### src/rtl/aes_sbox_sched.sv
`default_nettype none
// ============================================================================
//  Module      : aes_sbox_sched
//  Description : Sequencer that streams one word of NBYTES masked bytes
//                through a single pipelined masked AES S-box, one byte per
//                cycle. Each S-box call consumes one fresh randomness word
//                taken through a valid/ready handshake. Results are
//                collected into an output word, which is presented with a
//                valid/ready handshake. Shares are only routed and are never
//                recombined here.
//  Ports       : ClkxCI/RstxRI      - clock, async active-high reset
//                InValidxSI/InReadyxSO/InWordxDI    - input word handshake
//                RndValidxSI/RndReadyxSO/RndxDI     - randomness handshake
//                SboxXxDO/SboxRndxDO/SboxQxDI       - S-box interface
//                OutValidxSO/OutReadyxSI/OutWordxDO - output word handshake
//  Revision    : 1.0 - initial release
// ============================================================================
module aes_sbox_sched #(
    parameter int SHARES     = 2,
    parameter int NBYTES     = 4,
    parameter int SBOX_LAT   = 4,
    parameter int BLIND_NRND = 2,
    localparam int ZM        = 2 * SHARES * (SHARES - 1),
    localparam int ZI        = SHARES * (SHARES - 1),
    localparam int BI        = 2 * BLIND_NRND,
    localparam int RND_W     = 3 * ZM + 3 * ZI + 3 * BI
) (
    input  logic                         ClkxCI,
    input  logic                         RstxRI,
    input  logic                         InValidxSI,
    output logic                         InReadyxSO,
    input  logic [8*SHARES*NBYTES-1:0]   InWordxDI,
    input  logic                         RndValidxSI,
    output logic                         RndReadyxSO,
    input  logic [RND_W-1:0]             RndxDI,
    output logic [8*SHARES-1:0]          SboxXxDO,
    output logic [RND_W-1:0]             SboxRndxDO,
    input  logic [8*SHARES-1:0]          SboxQxDI,
    output logic                         OutValidxSO,
    input  logic                         OutReadyxSI,
    output logic [8*SHARES*NBYTES-1:0]   OutWordxDO
);

    localparam int BW    = 8 * SHARES;
    localparam int WW    = BW * NBYTES;
    localparam int CNT_W = $clog2(NBYTES + 1);
    localparam logic [CNT_W-1:0] LAST_IDX = CNT_W'(NBYTES - 1);

    localparam logic [1:0] S_IDLE  = 2'd0;
    localparam logic [1:0] S_ISSUE = 2'd1;
    localparam logic [1:0] S_DRAIN = 2'd2;
    localparam logic [1:0] S_HOLD  = 2'd3;

    logic [1:0]          state_q,   state_d;
    logic [WW-1:0]       word_q,    word_d;
    logic [WW-1:0]       out_q,     out_d;
    logic [CNT_W-1:0]    iss_cnt_q, iss_cnt_d;
    logic [CNT_W-1:0]    col_cnt_q, col_cnt_d;
    logic [SBOX_LAT-1:0] vld_q,     vld_d;

    logic                issue_fire;
    logic                capture;
    logic [BW-1:0]       cur_byte;

    // A byte is issued only in a cycle that also consumes a randomness word,
    // so randomness is never reused and never taken without an S-box call.
    assign issue_fire = (state_q == S_ISSUE) && RndValidxSI;

    // The tail of the valid shift register marks the cycle in which the
    // S-box output belongs to a byte issued SBOX_LAT cycles earlier.
    assign capture = ((state_q == S_ISSUE) || (state_q == S_DRAIN))
                     && vld_q[SBOX_LAT-1];

    generate
        if (SBOX_LAT == 1) begin : g_vld_lat1
            assign vld_d = issue_fire;
        end else begin : g_vld_shift
            assign vld_d = {vld_q[SBOX_LAT-2:0], issue_fire};
        end
    endgenerate

    always_comb begin
        cur_byte = '0;
        for (int b = 0; b < NBYTES; b++) begin
            if (iss_cnt_q == CNT_W'(b)) begin
                cur_byte = word_q[b*BW +: BW];
            end
        end
    end

    // ------------------------------------------------------------------
    // State and datapath registers
    // ------------------------------------------------------------------
    always_ff @(posedge ClkxCI or posedge RstxRI) begin
        if (RstxRI) begin
            state_q   <= S_IDLE;
            word_q    <= '0;
            out_q     <= '0;
            iss_cnt_q <= '0;
            col_cnt_q <= '0;
            vld_q     <= '0;
        end else begin
            state_q   <= state_d;
            word_q    <= word_d;
            out_q     <= out_d;
            iss_cnt_q <= iss_cnt_d;
            col_cnt_q <= col_cnt_d;
            vld_q     <= vld_d;
        end
    end

    // ------------------------------------------------------------------
    // Next-state logic
    // ------------------------------------------------------------------
    always_comb begin
        state_d   = state_q;
        word_d    = word_q;
        out_d     = out_q;
        iss_cnt_d = iss_cnt_q;
        col_cnt_d = col_cnt_q;

        case (state_q)
            S_IDLE: begin
                if (InValidxSI) begin
                    word_d    = InWordxDI;
                    iss_cnt_d = '0;
                    col_cnt_d = '0;
                    state_d   = S_ISSUE;
                end
            end
            S_ISSUE: begin
                if (issue_fire && (iss_cnt_q == LAST_IDX)) begin
                    state_d = S_DRAIN;
                end
            end
            S_DRAIN: begin
                // The last capture can only happen after the last issue,
                // so completion is only detected here.
                if (capture && (col_cnt_q == LAST_IDX)) begin
                    state_d = S_HOLD;
                end
            end
            S_HOLD: begin
                if (OutReadyxSI) begin
                    state_d = S_IDLE;
                end
            end
            default: state_d = S_IDLE;
        endcase

        if (issue_fire) begin
            iss_cnt_d = iss_cnt_q + CNT_W'(1);
        end

        if (capture) begin
            col_cnt_d = col_cnt_q + CNT_W'(1);
            for (int b = 0; b < NBYTES; b++) begin
                if (col_cnt_q == CNT_W'(b)) begin
                    out_d[b*BW +: BW] = SboxQxDI;
                end
            end
        end
    end

    // ------------------------------------------------------------------
    // Outputs: S-box inputs are forced to zero outside issue cycles so the
    // S-box never sees stale shares or randomness.
    // ------------------------------------------------------------------
    always_comb begin
        InReadyxSO  = (state_q == S_IDLE);
        OutValidxSO = (state_q == S_HOLD);
        RndReadyxSO = issue_fire;
        SboxXxDO    = issue_fire ? cur_byte : '0;
        SboxRndxDO  = issue_fire ? RndxDI   : '0;
        OutWordxDO  = out_q;
    end

endmodule
`default_nettype wire

### config.mk
export PLATFORM = sky130hd
export DESIGN_NAME = aes_sbox_sched
export DESIGN_NICKNAME = d
export VERILOG_FILES = /design/src/rtl/aes_sbox_sched.sv
export SDC_FILE = /design/constraint.sdc
export NUM_CORES = 1
export LEC_CHECK = 0
export BUFFER_PORTS_ARGS = -buffer_cell sky130_fd_sc_hd__buf_2
export CORE_MARGIN = 4
export CORE_UTILIZATION = 54
export CTS_CLUSTER_SIZE = 14
export DETAILED_ROUTE_END_ITERATION = 7
export GPL_TIMING_DRIVEN = 0
export PLACE_DENSITY = 0.86
export SKIP_CTS_REPAIR_TIMING = 1
export SYNTH_ARGS = -nofsm -noshare
export SYNTH_HDL_FRONTEND = slang
export SYNTH_SLANG_ARGS = --single-unit
### constraint.sdc
create_clock -name ClkxCI -period 6.7 [get_ports ClkxCI]
set_clock_uncertainty 0.15 [all_clocks]
set_input_delay 0.67 -clock ClkxCI [delete_from_list [all_inputs] [get_ports ClkxCI]]
set_output_delay 0.67 -clock ClkxCI [all_outputs]
set_load 0.1 [all_outputs]
### Word level (Yosys, flattened, before mapping)

Cells that the tools add are included.

* input bits: 115
* word-level logic and storage cells: 59
* output and inout bits: 113
* register bits: 140

* muxes and demuxes: 15
* reduce and logical (&&, ||, !) cells: 20
* eq/ne operators: 13
* $add $sub $neg: 2

Operators with widths (number)
* 16-bit two-way mux: 5
* 30-bit two-way mux: 1
* 2-bit AND reduction: 7
* 3-bit by 2-bit equality test with 1-bit output (second input constant): 4
* 3-bit two-way mux: 4
* 2-bit two-way mux: 4
* 2-bit one-hot mux with 4 select lines: 1
* 2-bit nonzero test: 4
* 3-bit by 1-bit adder with 3-bit output (second input constant): 2
* 3-bit by 1-bit equality test with 1-bit output (second input constant): 2
* 3-bit zero test: 2
* 2-bit by 1-bit != test with 1-bit output (second input constant): 3
* 2-bit equality test (second input constant): 2
* 1-bit logical AND: 4
* 4-bit AND reduction: 1
* 2-bit by 1-bit equality test with 1-bit output (second input constant): 1
* 2-bit zero test: 1
* 2-bit != test (second input constant): 1
* 1-bit logical OR: 1

### Logic depth before layout (Yosys ltp)

Gate-level depths: netlist of run 1.

* depth after elaboration: 6
* depth in mapped cells: 8
* mapped depth without buffers: 6

### Least setup slack after synthesis of run 1

Ideal clock, no wire load.

* path kind: flip-flop to output port
* start point: register iss_cnt_q[0]
* end point: output SboxXxDO[10]
* path buffers: 3
* data arrival time: 3.131 ns
* cell stages (with the launch flop): 9
* slack: 2.749 ns
* cells stage by stage: dfrtp_1 > ha_1 > ha_1 > buf_2 > or2_1 > buf_2 > buf_2 > a221o_1 > a21oi_1

* longest elaborated chain between the ends: 6
* elaborated cells on any way between the ends: 9
* classes of those cells: eq/ne: 3; mux: 5; reduce/logical: 1

Ends and longest elaborated chain
* from (decl): RTL line 57 `logic [CNT_W-1:0] iss_cnt_q, iss_cnt_d;`
* from (signal assigned): RTL line 106 `iss_cnt_q <= iss_cnt_d;`
* 3-bit zero test: RTL line 85 `if (iss_cnt_q == CNT_W'(b)) begin`
* 16-bit two-way mux (3 in series): RTL line 85
* 16-bit two-way mux (*): RTL line 85
* 16-bit two-way mux (*): RTL line 173 `SboxXxDO = issue_fire ? cur_byte : '0;`
* to (decl): RTL line 36 `output logic [8*SHARES-1:0] SboxXxDO,`

Every way passes the cells marked *; elsewhere a longest branch is shown, timed or not.

### Worst setup path after layout of run 1

* start point: register iss_cnt_q[0]
* end point: output SboxXxDO[11]

The elaborated chain is that of the path after synthesis.

==> results of run 1 <==
==> metrics by stage <==
stage | cells | hold slack, ns
global route | 884 | 0.203
floorplan | 481 | 0.181
CTS | 884 | 0.191
global placement | 851 | 0.187
finish | 884 | 0.173
detailed placement | 852 | 0.186
==> layer usage <==
metal,up-vias,global-route usage
li1,2204,-
met1,2372,0.308
met2,194,0.390
met3,30,0.0533
met4,0,0.0928
met5,-,0
==> sequential cells by signal, indices dropped and copies added, names as in the netlist <==
signal      flops
vld_q           4
OutWordxDO     64
state_q         2
iss_cnt_q       3
col_cnt_q       3
word_q         64
==> critical path: cells and delay by family, from the launching register on <==
| kind | cells | cell delay [ns] |
|---|---|---|
| simple gates | 1 | 0.22 |
| flops | 1 | 0.42 |
| buf+inv | 4 | 1.01 |
| compound gates | 2 | 0.49 |
| fa+ha+maj | 2 | 0.39 |
==> cell usage in the layout, fill, tap and decap left out, types with 4 or more instances in the layout <==
cell,instances
buf_2,233
nand2_1,22
and3_1,30
nand3b_1,16
inv_1,25
ha_1,15
a221o_1,16
clkinv_4,4
clkbuf_16,17
mux2_1,37
a21oi_1,32
o21ai_0,4
mux2_2,92
nand3_1,7
inv_6,6
clkbuf_1,16
buf_1,7
dfrtp_1,140
==> path summary, 6_finish.rpt <==
kind / start / to / slack (ns)
worst max-delay path: iss_cnt_q[0] / SboxXxDO[11] / 2.93
worst min-delay path: RstxRI / OutWordxDO[4] / 0.17
worst max register to register: state_q[0] / OutWordxDO[4] / 4.48
worst min register to register: vld_q[0] / vld_q[1] / 0.20
max in group asynchronous: RstxRI / vld_q[3] / 5.45
min in group ClkxCI: vld_q[0] / vld_q[1] / 0.20
==> cell usage after synthesis, drive strengths merged <==
cell / instances
a2bb2oi: 1
nand4: 1
o21ai: 4
nor2b: 2
and3b: 1
clkbuf: 16
nand3b: 16
or2: 1
a21boi: 1
inv: 26
nand2: 24
nor3: 1
a221o: 16
buf: 15
a21oi: 32
ha: 15
a2111oi: 1
nand3: 8
nor2: 1
dfrtp: 140
mux2: 129
and3: 30
==> cell families after synthesis <==
| family | Yosys count | synth area share |
|---|---|---|
| compound gates | 55 | 0.0614 |
| fa+ha+maj | 15 | 0.0300 |
| buf+inv | 57 | 0.0366 |
| flops | 140 | 0.560 |
| mux | 129 | 0.232 |
| simple gates | 85 | 0.0805 |
==> area by class of cell <==
class,count,area [sq um],area share
Buffer,31,131,0.0160
Clock buffer,18,439,0.0534
Clock inverter,14,181,0.0220
Inverter,26,103,0.0125
Multi-Input combinational cell,284,2530,0.307
Sequential cell,140,3500,0.426
Tap cell,143,179,0.0217
Timing Repair Buffer,228,1160,0.141
==> metrics.md, run 1 <==
| Metric | Value |
|---|---|
| WL per Instance | `17.9 um` |
| DRT iter0 DRCs | `roughly 360` |
| Arr. time, crit path | `2.95 ns` |
| Vias in the first global route | `4895` |
| Core ar. | `between 10000 and 15000 sq um` |
| Initial Util | `0.551` |
| Post-DP HPWL | `between 10000 and 15000 um` |
| Slowest CP cell | `buf_2` |
| Final setup vio count | `0` |
| RD Place Congestion | `between 0.8 and 0.9` |
| Rel. slew slack | `0.579` |
| Worst hold path class | `input port to async pin` |
| CP Cell Sequence | `ha_1, ha_1, buf_2, or2_1, buf_2, buf_2, a221o_1, a21oi_1, buf_2` |
| Die Span Y | `between 100 and 150 um` |
| Crit path required time | `between 5 and 6 ns` |
| DRC Markers | `0` |
| Via count | `4800` |
| CP Capture Type | `output pin` |
| Synth top area share | `0.560` |
| Final min period | `~3.8 ns` |
| Final core utilization | `0.724` |
| Synth Register Bits | `between 100 and 150` |
| Max frequency | `265 MHz` |
| Global Route Usage Sum | `0.237` |
| Synth Instances | `481` |
| Fraction of the yosys area taken by sequential cells | `0.560` |
| CTS clock-pin slew for the worst setup and hold paths | `approximately 0.06 ns` |
| Run status | `complete, no violations` |
| Die Wd | `approximately 120 um` |
| Worst skew pair latency | `between 0.4 and 0.5 ns` |
| Net Count, Synth | `611` |
| Clk root buf | `clkbuf_16` |
| Post-route cell area | `8230 sq um` |
| Clock Sinks | `140` |
| M1 wire length | `~6700 um` |
| CTS max path bufs | `2` |
| CTS Buf Count | `17` |
| Area contributors post-synth | `dfrtp_1 56%, mux2_2 17%, mux2_1 6.7%, and3_1 3.0%, ha_1 3.0%` |
| Final Hold Fails | `0` |
| Share of post-route cells with drive strength above 1 | `0.494` |
| Setup crit start kind | `flop` |
| Final #Nets | `about 860` |
| Mapped Area | `approximately 6300 sq um` |
| Met2 wire length | `between 7000 and 8000 um` |
| Met3 WL | `roughly 1200 um` |
| Crit path largest cell delay | `between 0.4 and 0.5 ns` |
| Via density | `5.43` |
| FP Rows | `39` |
| CP Class | `flop to output pin` |
| CTS tree | `yes` |
| Pin count of the biggest net entering global routing | `77` |
| Dpl cell area | `7610 sq um` |
| R2R cell count | `6` |
| Area grow syn2layout | `31.4%` |
| Top sig layer | `met4` |
| Critical path peak fanout | `10` |
| Place WS | `approximately 3.4 ns` |
| Ys Warns | `0` |
| Final period util | `0.563` |
| Synth area leader | `dfrtp_1` |
| I/O Pins | `228` |
| First-pass GRT wire length | `around 25000 um` |
| RSZ-0062 raised after global routing | `no` |
| CTS H-tree depth | `4` |
| Max-cap violations | `0` |
| Setup TNS Final | `0 ns` |
| Avg Cell Area, Syn | `13.0 sq um` |
| # fillers | `approximately 760` |
| Total gr overflow | `0` |
| Wirelength, routed | `about 16000 um` |
| Initial antenna violation count | `0` |
| Distinct cells, synth | `27` |
| Antenna-violating nets left | `0` |
| Die area | `between 10000 and 15000 sq um` |
| I/O Buffers | `roughly 230` |
| Slew @ Worst Pin | `approximately 0.63 ns` |
| DRT Pass-1 Iters | `4` |
| Max Slew Vio Count | `0` |
| Setup ws final | `2.93 ns` |
| ANT cells | `0` |
| Critical Path Most Common Cell | `buf_2` |
Power of run 1 is not shown: default switching activity piles up to over one toggle a cycle in this logic, so the estimate is an artifact.
==> inputs of run 2 (changes only) <==
--- a/config.mk
+++ b/config.mk
@@ -5,13 +5,14 @@
 export SDC_FILE = /design/constraint.sdc
 export NUM_CORES = 1
 export LEC_CHECK = 0
+export ABC_AREA = 1
 export BUFFER_PORTS_ARGS = -buffer_cell sky130_fd_sc_hd__buf_2
 export CORE_MARGIN = 4
-export CORE_UTILIZATION = 54
+export CORE_UTILIZATION = 46
 export CTS_CLUSTER_SIZE = 14
 export DETAILED_ROUTE_END_ITERATION = 7
 export GPL_TIMING_DRIVEN = 0
-export PLACE_DENSITY = 0.86
+export PLACE_DENSITY = 0.77
 export SKIP_CTS_REPAIR_TIMING = 1
 export SYNTH_ARGS = -nofsm -noshare
 export SYNTH_HDL_FRONTEND = slang
==> constraint.sdc (replaced) <==
create_clock -name ClkxCI -period 3.2 [get_ports ClkxCI]
set_clock_uncertainty 0.15 [all_clocks]
set_input_delay 0.32 -clock ClkxCI [delete_from_list [all_inputs] [get_ports ClkxCI]]
set_output_delay 0.32 -clock ClkxCI [all_outputs]
set_load 0.1 [all_outputs]
==> run 2 against run 1 <==
  * The run now ends with hold timing left
  * Synthesized cell count rose by 40%
  * Final area rose by 11%
  * Count of clock-buffer cells in the layout fell by 1
  * Routed wire length rose by 18%
  * Flip-flop and latch count did not move
  * Synthesized area rose by 5.1%
  * Sequential share of layout area fell by 4.2 points
  * Global-route usage fell by 2.6 points
  * Critical path depth rose by 1
  * Register-to-register slack got worse by 3.3 ns
==> metrics.md, run 2 <==
| Metric | Value |
|---|---|
| Run status | `complete, but fails checks` |
| Failing checks | `hold timing` |
| Fraction of the yosys area taken by sequential cells | `0.532` |
| FP Rows | `43` |
| CP Cell Sequence | `inv_1, clkbuf_8, buf_4, ha_1, nand3_1, inv_1, buf_2, nand2_1, nand2_1, buf_4` |
| Initial antenna violation count | `0` |
| R2R cell count | `6` |
| Critical Path Source | `iss_cnt_q[2]` |
| Max-cap violations | `0` |
| Net Count, Synth | `802` |
| Rel. slew slack | `0.643` |
| RD Place Congestion | `0.798` |
| Ys Warns | `0` |
| Worst hold path depth | `2` |
| Place WS | `0.472 ns` |
| Post-route cell area | `roughly 9100 sq um` |
| Core ar. | `approximately 14000 sq um` |
| Hold_sp | `InWordxDI[48]` |
| WL per Instance | `about 16 um` |
| Most common cell after layout, fill and taps aside | `buf_2` |
| Number of flops mapped to enable cells by yosys | `0` |
| DRC Markers | `0` |
| Total gr overflow | `0` |
| CTS Buf Count | `17` |
| Synth Register Bits | `between 100 and 150` |
| I/O Buffers | `between 200 and 250` |
| Top_reg_cell synth | `dfrtp_1` |
| Clk root buf | `clkbuf_16` |
| Slew @ Worst Pin | `around 0.53 ns` |
| Post-synth top cells | `161 x nand2_1, 140 x dfrtp_1, 94 x inv_1` |
| Initial Util | `0.472` |
| Worst hold path class | `input port to flop` |
| Synth area leader | `dfrtp_1` |
| CTS H-tree depth | `4` |
| I/O Pins | `228` |
| Via density | `4.91` |
| Highest-count cells in the layout ignoring fill and taps | `230 x buf_2, 161 x nand2_1, 140 x dfrtp_1, 93 x inv_1, 70 x o21ai_0` |
| Die Wd | `roughly 130 um` |
| Avg Cell Area, Syn | `about 9.8 sq um` |
| Global Route Usage Sum | `0.211` |
| R2R Setup Slk | `1.20 ns` |
| CTS tree | `yes` |
| Hold Path End | `word_q[48]` |
| Worst path bufs/invs | `6` |
| Vias in the first global route | `5385` |
| Share of post-route cells with drive strength above 1 | `0.368` |
| Antenna-violating nets left | `0` |
| Worst skew pair latency | `between 0.4 and 0.5 ns` |
| Dpl cell area | `8010 sq um` |
| Pin count of the biggest net entering global routing | `43` |
| Slowest CP cell | `dfrtp_1` |
| Wirelength, routed | `between 15000 and 20000 um` |
| Max Slew Vio Count | `0` |
| Final #Nets | `around 1100` |
| Critical path peak fanout | `10` |
| Area contributors post-synth | `dfrtp_1 53%, nand2_1 9.2%, mux2_4 8.7%, inv_1 5.4%, o21ai_0 5.3%` |
| DRT Pass-1 Iters | `5` |
| Worst R2R Start | `state_q[0]` |
| Crit path largest cell delay | `around 0.39 ns` |
| CP Capture Type | `output pin` |
| Max frequency | `approximately 320 MHz` |
| Final period util | `0.963` |
| Arr. time, crit path | `between 2 and 3 ns` |
| Area grow syn2layout | `38.8%` |
| Levels on crit path | `10` |
| Crit path required time | `2.73 ns` |
| First-pass GRT wire length | `approximately 27000 um` |
| Mapped Area | `around 6600 sq um` |
| Synth Instances | `approximately 670` |
| Worst reg2reg endpoint | `OutWordxDO[61]` |
| Delay-heaviest family, CP | `buffers and inverters` |
| Synth top area share | `0.532` |
| Final Hold Fails | `2` |
| Clock Sinks | `140` |
| Final setup vio count | `0` |
| Cell with the most instances after synthesis | `nand2_1` |
| CTS clock-pin slew for the worst setup and hold paths | `around 0.06 ns` |
| DRT iter0 DRCs | `between 300 and 400` |
| Via count | `5736` |
| Final min period | `around 3 ns` |
| Die area | `16300 sq um` |
| WHS | `-0.0178 ns` |
| CTS max path bufs | `2` |
| Post-DP HPWL | `between 10000 and 15000 um` |
| Async S/R FF share, synth | `1.00` |
| Die Span Y | `between 100 and 150 um` |
| ANT cells | `0` |
| CP Class | `flop to output pin` |
| Setup ws final | `roughly 0.12 ns` |
| Distinct cells, synth | `26` |
| Setup crit start kind | `flop` |
-- run 2: cell types whose count changed in the layout (fill, tap and decap cells not counted), moves of 37 or more --
cell           delta
mux2_2           -66
mux2_1           -37
mux2_4           +38
o21ai_0          +66
nand2_1         +139
dlygate4sd3_1    +54
inv_1            +68
-- run 2: final cells by class --
| type | instances | area, sq um |
|---|---|---|
| sequential | 140 | 3500 |
| tap | 180 | 225 |
| clock buffer | 17 | 425 |
| buffer | 33 | 224 |
| multi-input combinational | 404 | 2490 |
| inverter | 95 | 363 |
| fill | 1081 | 4800 |
| clock inverter | 15 | 139 |
| timing repair buffer | 284 | 1760 |
-- run 2: worst register-to-register path, cell delays in order (launching register included) --
cell,delay [ns]
dfrtp_1,0.41
inv_1,0.10
ha_1,0.36
nand3_1,0.23
clkbuf_1,0.46
nand2_1,0.10
o21ai_0,0.10
-- run 2: cell families after synthesis --
group	Yosys count	share of synthesized area
buffers and inverters	128	0.0886
and+or+nand+nor	238	0.153
adders and majority gates	15	0.0285
muxes	64	0.131
AOI/OAI and AO/OA	87	0.0665
DFF	140	0.532
-- run 2: metrics by stage --
step	util	TNS (ns)	std cells
2_1_floorplan	-	0	672
3_3_place_gp	0.570	0	1079
3_5_place_dp	0.575	0	1082
4_1_cts	0.615	-0.00207	1114
5_1_grt	0.656	-0.0559	1168
6_report	0.656	0	1168
-- run 2: worst max path at each step --
stage / endpoint / slack (ns)
2_1_floorplan: SboxRndxDO[0] / 0.45
5_1_grt: SboxXxDO[11] / -0.02
3_5_place_dp: SboxXxDO[11] / 0.47
3_3_place_gp: state_q[0] / 0.11
4_1_cts: SboxXxDO[11] / -0.002
6_report: SboxXxDO[11] / 0.12
-- run 2: layer usage --
metal  wire length, um  part of all wire  vias to the layer above  GRT usage
met5                 0                 0                        -          0
met4               499             0.027                        0     0.0843
met3              1340             0.072                       49     0.0619
met2              9430              0.51                      228      0.349
met1              7380              0.40                     2724      0.261
li1                  -                 -                     2735          -
Power of run 2 is left out for the same reason.
==> inputs of run 3 (changes only) <==
--- a/config.mk
+++ b/config.mk
@@ -7,12 +7,14 @@
 export LEC_CHECK = 0
 export ABC_AREA = 1
 export BUFFER_PORTS_ARGS = -buffer_cell sky130_fd_sc_hd__buf_2
+export CELL_PAD_IN_SITES_DETAIL_PLACEMENT = 1
+export CELL_PAD_IN_SITES_GLOBAL_PLACEMENT = 1
 export CORE_MARGIN = 4
-export CORE_UTILIZATION = 46
+export CORE_UTILIZATION = 34
 export CTS_CLUSTER_SIZE = 14
 export DETAILED_ROUTE_END_ITERATION = 7
 export GPL_TIMING_DRIVEN = 0
-export PLACE_DENSITY = 0.77
+export PLACE_DENSITY_LB_ADDON = 0.1
 export SKIP_CTS_REPAIR_TIMING = 1
 export SYNTH_ARGS = -nofsm -noshare
 export SYNTH_HDL_FRONTEND = slang
==> run 3 against run 2 <==
  * The flow still finishes with violations (hold timing)
  * Hold slack better by 0.017 ns
  * Non-clock buffer count up 4
  * Die area up 33%
  * First-iteration DRC count down 49%
  * Routed wire length up 14%
  * Fmax up 0.58%
  * Setup slack better by 0.018 ns
  * Count of clock-buffer cells in the layout up 1
  * Highest routed layer unchanged
==> metrics.md, run 3 (synthesized netlist as in run 2, its figures left out) <==
| Metric | Value |
|---|---|
| Worst skew pair latency | `about 0.41 ns` |
| DRT iter0 DRCs | `about 170` |
| I/O Buffers | `between 200 and 250` |
| Wirelength, routed | `21300 um` |
| Max frequency | `326 MHz` |
| Global Route Usage Sum | `0.189` |
| CTS tree | `yes` |
| Clk root buf | `clkbuf_16` |
| FP Rows | `50` |
| Critical path peak fanout | `10` |
| WHS | `-0.000699 ns` |
| Core ar. | `between 15000 and 20000 sq um` |
| Worst hold path class | `input port to flop` |
| DRC Markers | `0` |
| Final #Nets | `approximately 1100` |
| Total gr overflow | `0` |
| Arr. time, crit path | `roughly 2.6 ns` |
| Final Hold Fails | `1` |
| CTS clock-pin slew for the worst setup and hold paths | `0.06 ns` |
| R2R cell count | `6` |
| Initial Util | `0.348` |
| Max Slew Vio Count | `0` |
| CTS Buf Count | `17` |
| Die area | `21600 sq um` |
| Pin count of the biggest net entering global routing | `41` |
| RD Place Congestion | `slightly below 0.8` |
| Worst R2R Start | `state_q[0]` |
| First-pass GRT wire length | `around 32000 um` |
| Clock Sinks | `140` |
| Levels on crit path | `10` |
| Post-DP HPWL | `15800 um` |
| ANT cells | `0` |
| Highest-count cells in the layout ignoring fill and taps | `229 x buf_2, 161 x nand2_1, 140 x dfrtp_1, 92 x inv_1, 70 x o21ai_0` |
| Setup TNS Final | `0 ns` |
| Initial antenna violation count | `0` |
| Final setup vio count | `0` |
| Failing checks | `hold timing` |
| Via density | `4.55` |
| Via count | `5694` |
| R2R Setup Slk | `1.25 ns` |
| Vias in the first global route | `between 5000 and 6000` |
| Die Span Y | `approximately 150 um` |
| Die Wd | `approximately 150 um` |
| Share of post-route cells with drive strength above 1 | `0.367` |
| Crit path largest cell delay | `0.39 ns` |
| Worst path bufs/invs | `6` |
| Delay-heaviest family, CP | `buffers and inverters` |
| Setup crit start kind | `flop` |
| CP Class | `flop to output pin` |
| I/O Pins | `around 230` |
| Rel. slew slack | `0.563` |
| Setup ws final | `~0.14 ns` |
| Critical Path Source | `iss_cnt_q[2]` |
| DRT Pass-1 Iters | `5` |
| WL per Instance | `about 17 um` |
| Final min period | `~3 ns` |
| CTS max path bufs | `2` |
| Area grow syn2layout | `41.7%` |
| CP Capture Type | `output pin` |
| Final period util | `0.957` |
| Max-cap violations | `0` |
| Crit path required time | `roughly 2.7 ns` |
| Place WS | `0.378 ns` |
| CP Cell Sequence | `inv_1, clkbuf_8, buf_4, ha_1, nand3_1, inv_2, clkbuf_4, nand2_1, nand2_1, clkbuf_4` |
| CTS H-tree depth | `4` |
| Slowest CP cell | `dfrtp_1` |
| CP Capture Point | `SboxXxDO[14]` |
| Final core utilization | `0.494` |
| Most common cell after layout, fill and taps aside | `buf_2` |
| Worst reg2reg endpoint | `OutWordxDO[53]` |
| Run status | `complete, but fails checks` |
| Antenna-violating nets left | `0` |
| Slew @ Worst Pin | `approximately 0.65 ns` |
## run 3: per-stage QoR
stage,instance area [sq um],hold slack [ns],std cells
6_report,9320,-0.000699,1252
2_1_floorplan,6590,0.181,672
3_5_place_dp,8110,0.189,1162
3_3_place_gp,8050,0.189,1159
5_1_grt,9320,-0.000470,1252
4_1_cts,8720,-0.158,1194
## run 3: per-layer routing
layer / GRT usage / routed length [um] / up-vias
met5: 0 / 0 / -
li1: - / - / 2734
met1: 0.236 / 9170 / 2773
met3: 0.0651 / 1330 / 17
met2: 0.317 / 10500 / 170
met4: 0.0447 / 241 / 0
## run 3: worst register-to-register path: stages, from the launching register on
cell and delay, ns:
dfrtp_1 0.41, inv_1 0.11, ha_1 0.35, nand3_1 0.22, clkbuf_1 0.45, nand2_1 0.11
o21ai_0 0.09
## run 3: worst min-delay path by stage
stage                  startpoint        endpoint  slack (ns)  cells past startpoint
floorplan                vld_q[0]        vld_q[1]        0.18                      0
global placement         vld_q[1]        vld_q[2]        0.19                      0
detailed placement       vld_q[0]        vld_q[1]        0.19                      0
CTS                        RstxRI  OutWordxDO[52]       -0.16                      2
global route        InWordxDI[44]      word_q[44]     -0.0005                      2
finish              InWordxDI[44]      word_q[44]     -0.0007                      2
## run 3: final cells by class
class,instances,area (sq um)
clock inverter,14,180
clock buffer,18,429
tap,260,325
sequential,140,3500
timing repair buffer,288,1800
inverter,95,363
fill,2174,9570
multi-input combinational,404,2490
buffer,33,226
Power of run 3 is left out for the same reason.
